**config.mk**
```make
export PLATFORM = sky130hd
export DESIGN_NAME = proj_select_sequencer
export DESIGN_NICKNAME = d
export VERILOG_FILES = /design/src/rtl/proj_select_sequencer.sv
export SDC_FILE = /design/constraint.sdc
export NUM_CORES = 1
export LEC_CHECK = 0
export CAP_MARGIN = 20
export CORE_ASPECT_RATIO = 1.75
export CORE_MARGIN = 4
export CORE_UTILIZATION = 45
export DETAILED_ROUTE_END_ITERATION = 16
export PLACE_DENSITY = 0.64
export SLEW_MARGIN = 20
export SYNTH_ARGS = -nofsm -noshare
export SYNTH_HDL_FRONTEND = slang
export SYNTH_SLANG_ARGS = --single-unit
```
**constraint.sdc**
```tcl
create_clock -name wb_clk_i -period 3 [get_ports wb_clk_i]
set_input_delay 0.6 -clock wb_clk_i [delete_from_list [all_inputs] [get_ports wb_clk_i]]
set_output_delay 0.6 -clock wb_clk_i [all_outputs]
set_load 0.03 [all_outputs]
```
**src/rtl/proj_select_sequencer.sv**
```systemverilog
// Project-select sequencer for the user-area output mux: manual or scanning selection, with every
// change wrapped in a blanking guard window so the pads never show a mix of two projects.
module proj_select_sequencer #(
  parameter int unsigned NUM_PROJ = 11,
  parameter int unsigned GUARD    = 4,
  parameter int unsigned DWELL_W  = 16
) (
  input  logic               wb_clk_i,
  input  logic               wb_rst_i,
  input  logic               cfg_valid,
  output logic               cfg_ready,
  input  logic               cfg_mode,
  input  logic [3:0]         cfg_sel,
  input  logic [DWELL_W-1:0] cfg_dwell,
  input  logic               hold,
  output logic [3:0]         sel,
  output logic               blank,
  output logic               active,
  output logic               wrap_pulse
);

  localparam int unsigned GuardW   = $clog2(GUARD + 1);
  localparam logic [3:0]  LastProj = 4'(NUM_PROJ - 1);
  localparam logic [3:0]  NumProj  = 4'(NUM_PROJ);

  typedef enum logic [1:0] {
    StPre,
    StHold,
    StRun
  } state_e;

  state_e             state_q, state_d;
  logic [GuardW-1:0]  guard_q, guard_d;
  logic [3:0]         sel_q, sel_d;
  logic [3:0]         target_q, target_d;
  logic               mode_q, mode_d;
  logic               step_q, step_d;
  logic [DWELL_W-1:0] dwell_q, dwell_d;
  logic [DWELL_W-1:0] cnt_q, cnt_d;
  logic               wrap_q, wrap_d;
  logic               blank_q, ready_q;

  logic               accept;
  logic               expire;
  logic [3:0]         next_proj;

  assign accept    = cfg_valid & ready_q;
  assign expire    = mode_q & ~hold & (cnt_q == dwell_q - DWELL_W'(1));
  assign next_proj = (sel_q == LastProj) ? 4'd0 : sel_q + 4'd1;

  always_comb begin
    state_d  = state_q;
    guard_d  = guard_q;
    sel_d    = sel_q;
    target_d = target_q;
    mode_d   = mode_q;
    step_d   = step_q;
    dwell_d  = dwell_q;
    cnt_d    = cnt_q;
    wrap_d   = 1'b0;

    unique case (state_q)
      StPre: begin
        // Select switches only here, one cycle after blank has already risen.
        sel_d   = target_q;
        guard_d = GuardW'(GUARD - 1);
        wrap_d  = step_q & (sel_q == LastProj) & (target_q == 4'd0);
        state_d = StHold;
      end
      StHold: begin
        if (guard_q <= GuardW'(1)) begin
          cnt_d   = '0;
          state_d = StRun;
        end else begin
          guard_d = guard_q - GuardW'(1);
        end
      end
      StRun: begin
        if (accept) begin
          // A configuration write takes priority over a coinciding scan step.
          mode_d   = cfg_mode;
          dwell_d  = (cfg_dwell == '0) ? DWELL_W'(1) : cfg_dwell;
          target_d = (cfg_sel < NumProj) ? cfg_sel : 4'd0;
          step_d   = 1'b0;
          state_d  = StPre;
        end else if (expire) begin
          target_d = next_proj;
          step_d   = 1'b1;
          state_d  = StPre;
        end else if (mode_q && !hold) begin
          cnt_d = cnt_q + DWELL_W'(1);
        end
      end
      default: begin
        state_d = StHold;
        guard_d = GuardW'(GUARD);
      end
    endcase
  end

  always_ff @(posedge wb_clk_i) begin
    if (wb_rst_i) begin
      state_q  <= StHold;
      guard_q  <= GuardW'(GUARD);
      sel_q    <= 4'd0;
      target_q <= 4'd0;
      mode_q   <= 1'b0;
      step_q   <= 1'b0;
      dwell_q  <= DWELL_W'(1);
      cnt_q    <= '0;
      wrap_q   <= 1'b0;
      blank_q  <= 1'b1;
      ready_q  <= 1'b0;
    end else begin
      state_q  <= state_d;
      guard_q  <= guard_d;
      sel_q    <= sel_d;
      target_q <= target_d;
      mode_q   <= mode_d;
      step_q   <= step_d;
      dwell_q  <= dwell_d;
      cnt_q    <= cnt_d;
      wrap_q   <= wrap_d;
      blank_q  <= (state_d != StRun);
      ready_q  <= (state_d == StRun);
    end
  end

  assign sel        = sel_q;
  assign blank      = blank_q;
  assign active     = ~blank_q;
  assign cfg_ready  = ready_q;
  assign wrap_pulse = wrap_q;

endmodule

```
==> summary.md <==
- **run status** complete, no violations
- **vias after detailed routing** 3112
- **clock input transition at the sequential cells of the worst setup and hold paths** 60 ps
- **die outline area** 8536 sq um
- **Syn-to-layout area delta** 22.09%
- **HPWL after detailed placement** 6.624 mm
- **initial core utilization** 0.4642
- **WHS** 450.3 ps
- **Synth top cells by count** 55 x nand2_1, 50 x dfxtp_1, 32 x a21oi_1
- **Initial DRC Count** 195
- **hold crit path type** reg -> reg
- **measured slew at the worst slew-check pin** 617.5 ps
- **leakage power** 1.384 nW
- **setup skew after layout** 6.772 ps
- **cell area after placement** 3690 sq um
- **count leader, synth** nand2_1
- **Post-Synthesis Cell Area** 3183 sq um
- **detailed-router iteration count before antenna repair** 4
- **Hold Buf Count CTS** 0
- **number of vias per cell** 5.828
- **share of synthesized area occupied by flip-flops and latches** 0.3145
- **most common flop cell mapped by yosys** dfxtp_1
- **synthesized instance count** 408
- **sum of negative setup slack** 0 ps
- **WL/cell** 15.90 microns
- **share of layout cells above drive strength 1** 0.1244
- **crit path cell chain** or4_4, nor4_4, buf_4, buf_4, a21o_1, a22oi_2, nand4_4, nand2_4, and2_4, or4_1, a21oi_2
- **Num CTS Buffers** 5
- **post-detailed-route DRC marker count** 0
- **cell type contributing the most total cell area after synthesis** dfxtp_1
- **power per cell area** 458.6 nW/um^2
- **peak ir drop on the vdd network** 0.0004428 V
- **Slew HR** 0.5884
- **largest net degree at the start of global routing** 30
- **overall die height** 119.3 microns
- **Net Count, Synth** 440
- **distinct cell type count after synthesis** 60
- **final-stage net count** 481
- **Sink Count** 50
- **largest fanout of any net on the critical path** 8
- **I/O pin total** 33
- **Critical Path Max Stage Delay** 590 ps
- **global-route wire length before repair** 13.56 mm
- **H-tree levels** 2
- **max-slew violation count** 0
- **fmax** 342.3 MHz
- **core region area** 6857 sq um
- **initial antenna violation count** 0
- **number of antenna cells inserted** 0
- **count of buffers from port buffering** 32
- **Worst Hold Path Cells** 2
- **Overflow after GRT** 0
- **worst-case clock buffer depth** 2
- **EDFF count, synth** 0
- **end of the worst hold path** mode_q
- **critical path data required time** 3230 ps
- **critical path startpoint category** register
- **reg-to-reg setup timing slack** 80 ps
- **final setup slack of the worst path** 78.35 ps
- **die extent in x** 71.58 microns
- **hold path startpoint** mode_q
- **share of Yosys cell area claimed by the top area cell type** 0.3145
- **critical path capture point type** register
- **final instance area** 3886 sq um
- **post-synthesis async set-or-reset flop share** 0
- **max-cap violations** 0
- **worst-skew pair later-pin latency** 290 ps
- **main area contributors after synthesis** dfxtp_1 31%, nand2_1 6.5%, a21oi_1 5.0%
- **number of placement rows** 40
- **post-route antenna net violation count** 0
- **Mean Syn Cell Area** 7.802 sq um
- **final critical-path required period** 2922 ps
- **path depth of the worst reg2reg path** 11
- **final setup vio count** 0
- **GRT Resource Usage Total** 0.2009
- **number of warnings issued by yosys** 0
- **Routed Wire Length** 8.488 mm
- **number of register bits inferred by synthesis** 50
- **startpoint of the worst register-to-register path** dwell_q[5]
- **via count of the first global-routing pass** 2952
- **crit-path most repeated cell** buf_4
- **final core occ** 0.5668
- **CTS tree** built
- **Worst Setup Path Type** reg -> reg
- **Placer Congestion** 1.022
- **portion of the clock cycle consumed by the worst path in the final layout** 0.9739
- **end of the worst register-to-register path** cnt_q[9]
- **endpoints failing hold** 0
- **critical path's slowest cell** or4_4
- **clock tree root driver cell** clkbuf_16
- **worst endpoint data arrival time** 3150 ps
- **Post-Place Worst Slack** 46.70 ps
area by class of cell:
class,instances,area (sq um)
clock buffers,7,142.6
fillers,638,2970
clock inverters,1,5.005
multi-input cells,315,2042
well taps,84,105.1
flip-flops and latches,50,1001
inverters,18,67.56
repair buffers,59,523.0
routing by layer:
layer  global-route usage  vias up  part of all wire
li1                     -     1555                 -
met1               0.2030     1448              0.38
met2               0.3675       81              0.54
met3              0.03378       28             0.033
met4               0.1247        0             0.050
met5                    0        -                 0
layout by cell type (no fill, tap or decap), drive strengths merged, types with 5 or more instances in the layout:
master and count:
nand2 56, dfxtp 50, clkdlybuf4s50 32, a21oi 32
nor2 30, buf 27, inv 18, xnor2 18
o21ai 16, nor3 15, nand3 12, mux2i 11
nor4 9, xor2 8, a211oi 7, ha 7
nand4 7, or4 7, clkbuf 7, and2 6
o31ai 5, nand2b 5
per-stage QoR:
| stage | std cells | power [mW] |
|---|---|---|
| after global placement | 524 | 1.215 |
| final | 534 | 1.782 |
| after floorplan | 408 | 1.066 |
| after detailed placement | 524 | 1.220 |
| after CTS | 532 | 1.792 |
| after global routing | 534 | 1.884 |
state kept, by name (all words and copies together) (netlist names):
register    flops
blank           1
cfg_ready       1
cnt_q          16
dwell_q        16
guard_q         3
mode_q          1
sel             4
state_q         2
step_q          1
target_q        4
wrap_pulse      1
logic make-up after synthesis:
kind of cell    count (synthesis)  share of synthesized area
fa+ha+maj                       7                    0.02751
mux                            13                    0.04167
flops                          50                     0.3145
compound gates                 93                     0.1918
xor+xnor                       26                    0.07154
simple gates                  175                     0.2960
buf+inv                        44                    0.05699
how the worst max path moves through the flow:
stage / from / endpoint / slack (ps) / depth (start not counted)
5_1_grt: dwell_q[5] / cnt_q[1] / -100 / 10
3_5_place_dp: dwell_q[10] / cnt_q[9] / 50 / 9
6_report: dwell_q[5] / cnt_q[9] / 80 / 11
3_3_place_gp: dwell_q[10] / target_q[1] / 60 / 11
2_1_floorplan: dwell_q[2] / cnt_q[9] / 120 / 11
4_1_cts: dwell_q[10] / cnt_q[9] / 20 / 9
critical path: cells and delay by family (launching register included):
| family | cells | cell delay [ps] |
|---|---|---|
| buf+inv | 2 | 290 |
| simple gates | 6 | 1860 |
| compound gates | 3 | 400 |
| flops | 1 | 310 |
power breakdown:
part	internal [mW]	switching (mW)
clock	0.331	0.242
combinational	0.198	0.279
sequential	0.701	0.0317
total	1.23	0.553
repair_timing:
action                     in CTS  in global routing
hold endpoints to repair        0                  0
setup endpoints to repair       0                 15
setup buffers                   0                  1
resized for setup               0                  7
Power figures use the tool's default switching activity.
